## src/rtl/seq_mul_pkg.sv

```systemverilog
// Shared state encodings and legal WIDTH range for the sequential multiplier.
package seq_mul_pkg;

   localparam int unsigned WIDTH_MIN = 2;
   localparam int unsigned WIDTH_MAX = 16;

   typedef enum logic [1:0] {
      ST_IDLE = 2'd0,
      ST_CALC = 2'd1,
      ST_DONE = 2'd2
   } state_e;

endpackage

```

## src/rtl/seq_array_multiplier_if.sv

```systemverilog
// Operand/product handshake bundle for seq_array_multiplier.
// signed_mode exists only when SEQ_MUL_SIGNED_EN is defined.
interface seq_array_multiplier_if #(
   parameter int unsigned WIDTH = 4
);
   logic               in_valid;
   logic               in_ready;
   logic [WIDTH-1:0]   a;
   logic [WIDTH-1:0]   b;
   logic               out_valid;
   logic               out_ready;
   logic [2*WIDTH-1:0] product;
   logic               busy;
`ifdef SEQ_MUL_SIGNED_EN
   logic               signed_mode;
`endif

   modport master (
`ifdef SEQ_MUL_SIGNED_EN
      output signed_mode,
`endif
      output in_valid, a, b, out_ready,
      input  in_ready, out_valid, product, busy
   );

   modport slave (
`ifdef SEQ_MUL_SIGNED_EN
      input  signed_mode,
`endif
      input  in_valid, a, b, out_ready,
      output in_ready, out_valid, product, busy
   );
endinterface

```

## src/rtl/full_adder.sv

```systemverilog
// Single-bit full adder cell.
module full_adder (
   input  logic a,
   input  logic b,
   input  logic cin,
   output logic sum,
   output logic cout
);
   assign sum  = a ^ b ^ cin;
   assign cout = (a & b) | (cin & (a ^ b));
endmodule

```

## src/rtl/mul_add_stage.sv

```systemverilog
// WIDTH-bit ripple-carry adder built from full_adder cells.
module mul_add_stage #(
   parameter int unsigned WIDTH = 4
) (
   input  logic [WIDTH-1:0] a,
   input  logic [WIDTH-1:0] b,
   output logic [WIDTH-1:0] sum,
   output logic             carry
);
   logic [WIDTH:0] c;

   assign c[0]  = 1'b0;
   assign carry = c[WIDTH];

   for (genvar i = 0; i < WIDTH; i++) begin : g_bit
      full_adder u_fa (
         .a    (a[i]),
         .b    (b[i]),
         .cin  (c[i]),
         .sum  (sum[i]),
         .cout (c[i+1])
      );
   end
endmodule

```

## src/rtl/seq_array_multiplier.sv

```systemverilog
// Sequential shift-add multiplier: one partial-product row per clock, WIDTH cycles per product.
// Define SEQ_MUL_SIGNED_EN to add two's-complement operation selected by signed_mode.
module seq_array_multiplier
   import seq_mul_pkg::*;
#(
   parameter  int unsigned WIDTH = 4,
   localparam int unsigned CNT_W = $clog2(WIDTH + 1)
) (
   input logic                   clk,
   input logic                   rst_n,
   seq_array_multiplier_if.slave bus
);

   if (WIDTH < WIDTH_MIN || WIDTH > WIDTH_MAX) begin : g_width_check
      $error("seq_array_multiplier: WIDTH out of range");
   end

   state_e             state_q, state_d;
   logic [CNT_W-1:0]   cnt_q, cnt_d;
   logic [WIDTH-1:0]   mcand_q, mcand_d;
   // Upper half accumulates; lower half starts as the multiplier and fills with product bits.
   logic [2*WIDTH-1:0] acc_q, acc_d;
   logic [2*WIDTH-1:0] product_q, product_d;

   logic [WIDTH-1:0]   add_b, add_sum;
   logic               add_carry;
   logic [2*WIDTH-1:0] acc_step;
   logic [2*WIDTH-1:0] result;
   logic [WIDTH-1:0]   mag_a, mag_b;

   assign add_b    = acc_q[0] ? mcand_q : '0;
   assign acc_step = {add_carry, add_sum, acc_q[WIDTH-1:1]};

   mul_add_stage #(
      .WIDTH (WIDTH)
   ) u_add (
      .a     (acc_q[2*WIDTH-1:WIDTH]),
      .b     (add_b),
      .sum   (add_sum),
      .carry (add_carry)
   );

`ifdef SEQ_MUL_SIGNED_EN
   localparam logic [WIDTH-1:0]   OneW = WIDTH'(1);
   localparam logic [2*WIDTH-1:0] OneP = (2*WIDTH)'(1);

   logic sign_q, sign_d;
   logic neg_a, neg_b;

   assign neg_a  = bus.signed_mode & bus.a[WIDTH-1];
   assign neg_b  = bus.signed_mode & bus.b[WIDTH-1];
   assign mag_a  = neg_a ? (~bus.a + OneW) : bus.a;
   assign mag_b  = neg_b ? (~bus.b + OneW) : bus.b;
   assign result = sign_q ? (~acc_step + OneP) : acc_step;
`else
   assign mag_a  = bus.a;
   assign mag_b  = bus.b;
   assign result = acc_step;
`endif

   always_comb begin
      state_d   = state_q;
      cnt_d     = cnt_q;
      mcand_d   = mcand_q;
      acc_d     = acc_q;
      product_d = product_q;
`ifdef SEQ_MUL_SIGNED_EN
      sign_d    = sign_q;
`endif
      unique case (state_q)
         ST_IDLE: begin
            if (bus.in_valid) begin
               mcand_d = mag_a;
               acc_d   = {{WIDTH{1'b0}}, mag_b};
               cnt_d   = '0;
`ifdef SEQ_MUL_SIGNED_EN
               sign_d  = neg_a ^ neg_b;
`endif
               state_d = ST_CALC;
            end
         end
         ST_CALC: begin
            acc_d = acc_step;
            cnt_d = cnt_q + CNT_W'(1);
            if (cnt_q == CNT_W'(WIDTH - 1)) begin
               product_d = result;
               state_d   = ST_DONE;
            end
         end
         ST_DONE: begin
            if (bus.out_ready) begin
               state_d = ST_IDLE;
            end
         end
         default: state_d = ST_IDLE;
      endcase
   end

   always_ff @(posedge clk) begin
      if (!rst_n) begin
         state_q   <= ST_IDLE;
         cnt_q     <= '0;
         mcand_q   <= '0;
         acc_q     <= '0;
         product_q <= '0;
`ifdef SEQ_MUL_SIGNED_EN
         sign_q    <= 1'b0;
`endif
      end else begin
         state_q   <= state_d;
         cnt_q     <= cnt_d;
         mcand_q   <= mcand_d;
         acc_q     <= acc_d;
         product_q <= product_d;
`ifdef SEQ_MUL_SIGNED_EN
         sign_q    <= sign_d;
`endif
      end
   end

   assign bus.in_ready  = (state_q == ST_IDLE);
   assign bus.out_valid = (state_q == ST_DONE);
   assign bus.busy      = (state_q != ST_IDLE);
   assign bus.product   = product_q;

endmodule
```

## src/flat_wrapper.sv

```systemverilog
// flat-port wrapper written by rule: the top's interface ports become plain ports
module seq_array_multiplier_flat import seq_mul_pkg::*;
#(
   parameter  int unsigned WIDTH = 4,
   localparam int unsigned CNT_W = $clog2(WIDTH + 1)
)
  (clk, rst_n, bus_in_valid, bus_a, bus_b, bus_out_ready, bus_in_ready, bus_out_valid, bus_product, bus_busy);
  seq_array_multiplier_if #(.WIDTH(WIDTH)) bus_i ();
  input logic clk;
  input logic rst_n;
  input wire logic [$bits(bus_i.in_valid)-1:0] bus_in_valid;
  input wire logic [$bits(bus_i.a)-1:0] bus_a;
  input wire logic [$bits(bus_i.b)-1:0] bus_b;
  input wire logic [$bits(bus_i.out_ready)-1:0] bus_out_ready;
  output wire logic [$bits(bus_i.in_ready)-1:0] bus_in_ready;
  output wire logic [$bits(bus_i.out_valid)-1:0] bus_out_valid;
  output wire logic [$bits(bus_i.product)-1:0] bus_product;
  output wire logic [$bits(bus_i.busy)-1:0] bus_busy;
  assign bus_i.in_valid = bus_in_valid;
  assign bus_i.a = bus_a;
  assign bus_i.b = bus_b;
  assign bus_i.out_ready = bus_out_ready;
  assign bus_in_ready = bus_i.in_ready;
  assign bus_out_valid = bus_i.out_valid;
  assign bus_product = bus_i.product;
  assign bus_busy = bus_i.busy;
  seq_array_multiplier #(.WIDTH(WIDTH)) u_core (.clk(clk), .rst_n(rst_n), .bus(bus_i));
endmodule
```

## config.mk

```make
export PLATFORM = sky130hd
export DESIGN_NAME = seq_array_multiplier_flat
export DESIGN_NICKNAME = d
export VERILOG_FILES = /design/src/rtl/seq_mul_pkg.sv /design/src/rtl/seq_array_multiplier_if.sv /design/src/rtl/full_adder.sv /design/src/rtl/mul_add_stage.sv /design/src/rtl/seq_array_multiplier.sv /design/src/flat_wrapper.sv
export SDC_FILE = /design/constraint.sdc
export NUM_CORES = 1
export LEC_CHECK = 0
export CAP_MARGIN = 25
export CORE_ASPECT_RATIO = 1.75
export CORE_UTILIZATION = 47
export CTS_BUF_LIST = sky130_fd_sc_hd__clkbuf_4 sky130_fd_sc_hd__clkbuf_8
export DETAILED_ROUTE_END_ITERATION = 12
export PLACE_DENSITY = 0.75
export SETUP_SLACK_MARGIN = 0.2
export SLEW_MARGIN = 20
export SYNTH_ARGS = -nofsm -noshare
export SYNTH_HDL_FRONTEND = slang
export SYNTH_SLANG_ARGS = --single-unit
```

## constraint.sdc

```tcl
create_clock -name clk -period 5.27 [get_ports clk]
set_input_delay 1.3175 -clock clk [delete_from_list [all_inputs] [get_ports clk]]
set_output_delay 1.3175 -clock clk [all_outputs]
set_load 0.1 [all_outputs]
```

# Word-level counts from Yosys, hierarchy flattened
# Cells that the tools add are included.
# totals
regBits	25
latchBits	0
mem_bits_rw	0
rom_bits	0
input_bits	12
n_memories	0
# classes
add_sub_neg	1
multipliers	0
n_div	0
n_lt_le_gt_ge	0
n_eq_ne	6
n_shift	0
mux	9
bitwise	17
n_reduce_logical	7
# ops
cell	n
one-hot mux 8 bit (2 select lines)	1
two-way mux 8 bit	1
bitwise AND 1 bit	7
bitwise XOR 1 bit	7
two-way mux 2 bit	3
one-hot mux 2 bit (3 select lines)	1
one-hot mux 3 bit (2 select lines)	1
AND reduction 2 bit	3
two-way mux 4 bit	1
inequality test 2 bit (second input constant)	2
nonzero test 2 bit	2
adder 3 x 1 -> 3 bit (second input constant)	1
== test 3 x 2 -> 1 bit (second input constant)	1
two-way mux 3 bit	1
bitwise OR 1 bit	3
AND reduction 3 bit	1
== test 2 x 1 -> 1 bit (second input constant)	1
== test 2 bit (second input constant)	1
logical NOT 2 bit	1
inequality test 2 x 1 -> 1 bit (second input constant)	1

# Depth between registers and ports, before layout
# logic_depth
depth_word	9
ltp_mapped	7
ltp_nobuf	7

# By module
# Synthesis repeated with hierarchy kept, for this count alone.
# unflattened
cells_unflattened	119
area_unflattened_um2	1147.4
# by_module_without_submodules
module	instances	cells_per_inst	area_each_um2	seq_area_each_um2
seq_array_multiplier	1	114	1063.5	500.5
full_adder	4	1	20.0	0.0
mul_add_stage	1	1	3.8	0.0

# Least setup slack after synthesis
# Ideal clock, no wire load.
# synth_timing
kind	register -> output
start	register u_core.state_q[0]
end	output port bus_out_valid
arrival_time_ps	1794
path_slack_ps	2159
stages_incl_launch_ff	3
cell_sequence	dfxtp_1 > buf_6 > nor2b_1
# synth_via
elab_chain_len	1
# synth_rtl
item	line_no	text
start: declaration	seq_array_multiplier.sv:18	state_e state_q, state_d;
start signal: assignment	seq_array_multiplier.sv:110	state_q <= state_d;
== test 2 bit	seq_array_multiplier.sv:122	assign bus.out_valid = (state_q == ST_DONE);
end: declaration	flat_wrapper.sv:16	output wire logic [$bits(bus_i.out_valid)-1:0] bus_out_valid;
# Every way passes these cells.

# Final worst setup path
# layout_timing
start	register u_core.state_q[0]
end	output port bus_in_ready
# layout_via
elab_chain_len	1
# layout_rtl
item	line_no	text
logical NOT 2 bit	seq_array_multiplier.sv:121	assign bus.in_ready = (state_q == ST_IDLE);
end: declaration	flat_wrapper.sv:15	output wire logic [$bits(bus_i.in_ready)-1:0] bus_in_ready;
# Every way passes these cells.

==> impl_table.tex <==
\begin{tabular}{lr}
\hline
Metric & Value \\
\hline
\multicolumn{2}{l}{\textbf{Placed design}} \\
Routability congestion estimate & between 0.7 and 0.8 \\
Cell total after placement & 159 \\
Detailed-placement wirelength estimate & 1.57 mm \\
Buffers added on ports & 22 \\
Placement Setup Slack & 1.96 ns \\
\multicolumn{2}{l}{\textbf{Yosys}} \\
Count of cell types in the netlist & 27 \\
Cell type contributing the most total cell area after synthesis & sky130\_fd\_sc\_hd\_\_dfxtp\_1 \\
Number of synthesized register bits & 25 \\
Proportion of synthesized chip area in sequential cells & between 40\% and 50\% \\
Mapped Area & 0.00111 sq mm \\
Top area cells in the synthesized netlist & sky130\_fd\_sc\_hd\_\_dfxtp\_1 (45\%), sky130\_fd\_sc\_hd\_\_nand2\_1 (6.1\%), sky130\_fd\_sc\_hd\_\_fa\_1 (5.4\%) \\
Number of warnings issued by yosys & 0 \\
Gate Count Post-Synth & 120 \\
Post-synth top area share & 45.1\% \\
Per-instance average area after synthesis & 9.25 sq um \\
Synthesized netlist net count & 138 \\
\multicolumn{2}{l}{\textbf{Flow run}} \\
Number of maximum-capacitance violations & 0 \\
\multicolumn{2}{l}{\textbf{Power}} \\
Combinational group share of total power & 12.3\% \\
Internal power of the cells & 0.000266 W \\
Switching power as a share of total power & around 26\% \\
Pwr dens & 263 mW/mm\^{}2 \\
Switch Pwr & 0.0000912 W \\
Static power due to leakage & 0.466 nW \\
Sequential cell fraction of total power & 56.3\% \\
Clk network pwr share & 31.4\% \\
Largest voltage drop on the vdd net & roughly 0.16 mV \\
\multicolumn{2}{l}{\textbf{Floorplanning}} \\
Site row count & 23 \\
Initial standard-cell utilization of the core & 48.8\% \\
Placeable core region & 0.00227 sq mm \\
Die area & 0.00257 sq mm \\
Number of top-level design ports & 23 \\
Die Y-Extent & roughly 66 um \\
Floorplan die width & between 30 and 40 um \\
\multicolumn{2}{l}{\textbf{Timing}} \\
Unrepaired setup endpoints after global routing & no \\
Setup tns final & 0 ns \\
F\_max & 278 MHz \\
Tightest hold margin & 0.460 ns \\
Setup slack after layout & 1.68 ns \\
Max-slew violation total from the final report & 0 \\
Post-route clock period utilization & 68.1\% \\
Slew at the pin closest to its max-slew limit & 0.980 ns \\
Clock skew & 0.00258 ns \\
Max\_slew headroom & 34.5\% \\
Total of endpoints with negative setup slack in the final report & 0 \\
Min Tclk post-route & approximately 3.6 ns \\
Final count of hold timing violations & 0 \\
\multicolumn{2}{l}{\textbf{Clock tree}} \\
Root Buffer Master & sky130\_fd\_sc\_hd\_\_clkbuf\_8 \\
Clock buffer count from CTS & 3 \\
Worst-Skew Late Latency & between 0.2 and 0.3 ns \\
Sink count of the clock tree & 25 \\
CTS tree & yes \\
Number of buffers inserted by hold repair at cts & 0 \\
Number of gates given a new drive strength after cts & 0 \\
Max Buffers Root-to-Sink & 2 \\
Post-CTS clock slew at the launch and capture registers of the worst setup and hold paths & 0.08 ns \\
Number of setup buffers added after CTS & 0 \\
Total number of H-tree levels & 1 \\
\multicolumn{2}{l}{\textbf{Critical path}} \\
Classification of the worst setup path & flip-flop to output pin \\
CP required & 3.95 ns \\
Ordered list of cells on the worst path & or2\_2 > inv\_1 > clkdlybuf4s50\_1 \\
Flop2flop setup slack & 2.87 ns \\
Cell at the slowest stage of the critical path & sky130\_fd\_sc\_hd\_\_clkdlybuf4s50\_1 \\
CP Capture Type & output pin \\
Crit path launch type & flip-flop \\
CP arrival & 2.27 ns \\
Largest stage delay on the critical path & 1.13 ns \\
Maximum fanout along the worst path & 11 \\
\multicolumn{2}{l}{\textbf{Detailed routing}} \\
Via-to-Cell Ratio & 5.48 \\
Number of search-and-repair iterations in the first detailed-routing pass & 4 \\
DRC violations left & 0 \\
Overall routed net length & 2.14 mm \\
Number of routed nets with antenna violations & 0 \\
Number of DRC violations after detailed-routing iteration 0 & 14 \\
Avg WL per Cell & 13.1 um \\
Vias post-DR & roughly 890 \\
\multicolumn{2}{l}{\textbf{Global route}} \\
Wire length of the first global-routing pass & 3.75 mm \\
Remaining global-route overflow & 0 \\
Largest net degree at the start of global routing & 26 \\
Overall global routing resource usage & 21.1\% \\
Antenna violations before repair & 0 \\
Via count of the first global-routing pass & 832 \\
\multicolumn{2}{l}{\textbf{Hold path}} \\
Path category of the worst min-delay check & flip-flop to flip-flop \\
\multicolumn{2}{l}{\textbf{Finish}} \\
Area of the multi-input gates & 531 sq um \\
Antenna diode instance count & 0 \\
Layout cells sized above 1 & 6.52\% \\
Count of filler cells inserted in the layout & approximately 200 \\
Area growth, synth to finish & 22.4\% \\
Total Nets Final & between 150 and 200 \\
Post-route insts no fill & 163 \\
Register Area & roughly 500 sq um \\
\multicolumn{2}{l}{\textbf{Status}} \\
Run status & complete, no violations \\
\hline
\end{tabular}
[cells in the final DEF, fill, tap and decap left out, drive strengths merged, types with 2 or more instances in the layout]
cell,netlist,routed
dfxtp,25,25
fa,3,3
nor2,9,9
clkdlybuf4s50,0,22
ha,3,3
inv,8,8
a211oi,8,8
o21ai,8,8
nand2,18,18
mux2i,5,5
o32ai,5,5
nand3,8,8
nor2b,2,2
clkbuf,2,3
[cells by family (layout without fill, tap and decap cells)]
family          Yosys count  count (layout)  synth area share (%)
compound gates           24              24                  15.6
fa+ha+maj                 6               6                  8.79
buf+inv                  16              34                  7.10
flops                    25              25                  45.1
mux                       6               6                  5.52
simple gates             43              43                  17.9
[worst paths after layout]
| path | to | cells after the start | start |
|---|---|---|---|
| worst max-delay path | bus_in_ready | 3 | u_core.state_q[0]$_SDFFE_PN0P_ |
| worst max register to register | u_core.acc_q[6]$_SDFFE_PN0P_ | 7 | u_core.acc_q[0]$_SDFFE_PN0P_ |
| worst min-delay path | u_core.mcand_q[0]$_SDFFE_PN0P_ | 2 | u_core.mcand_q[0]$_SDFFE_PN0P_ |
| worst min register to register | u_core.mcand_q[0]$_SDFFE_PN0P_ | 2 | u_core.mcand_q[0]$_SDFFE_PN0P_ |
[cells in the mapped netlist (all sizes together)]
cell type,number
mux2,1
fa,3
nor2b,2
nand2b,1
nand2,18
o22ai,1
inv,8
a211oi,8
clkbuf,2
o32ai,5
nor2,9
nand3,8
o21ba,1
o21a,1
dfxtp,25
mux2i,5
o21ai,8
buf,6
and2,1
nor3,1
and3b,1
or2,1
nor3b,1
ha,3
[routing by layer]
layer  share of wire [%]  track usage, %  vias up
met5                   0               0        -
met4                 2.5            11.6        0
met3                 2.9            3.03        5
met2                  53            35.4       22
met1                  42            24.1      418
li1                    -               -      449
[sequential cells by signal (all words and copies together), names as in the netlist]
| register | flops |
|---|---|
| u_core.acc_q | 8 |
| u_core.bus.product | 8 |
| u_core.mcand_q | 4 |
| u_core.cnt_q | 3 |
| u_core.state_q | 2 |
[critical path: cells and delay by family (launching register included)]
family / cells / cell delay, ns
buffers and inverters: 2 / 1.19
flip-flops: 1 / 0.45
AND/OR/NAND/NOR: 1 / 0.36
[power by group through the flow]
stage	logic [W]	clock network (W)	registers [W]
CTS	0.0000443	0.000116	0.000201
finish	0.0000441	0.000112	0.000201
floorplan	0.0000315	0	0.000204
detailed placement	0.0000436	0	0.000206
global placement	0.0000426	0	0.000205
global route	0.0000483	0.000123	0.000202
[stage by stage]
step                area (sq um)  util [%]  total power, W
floorplan                   1110         -        0.000235
global placement            1310      57.7        0.000248
detailed placement          1310      57.7        0.000249
CTS                         1360      59.8        0.000362
global route                1360      59.8        0.000373
finish                      1360      59.8        0.000357
[cell type report]
cell class	count	share of cell area, %
clock inverters	1	0.368
inverters	8	2.21
clock buffers	3	3.04
repair buffers	22	16.2
well taps	25	2.30
multi-input cells	79	39.0
flip-flops and latches	25	36.8
(Power assumes the default switching activity.)
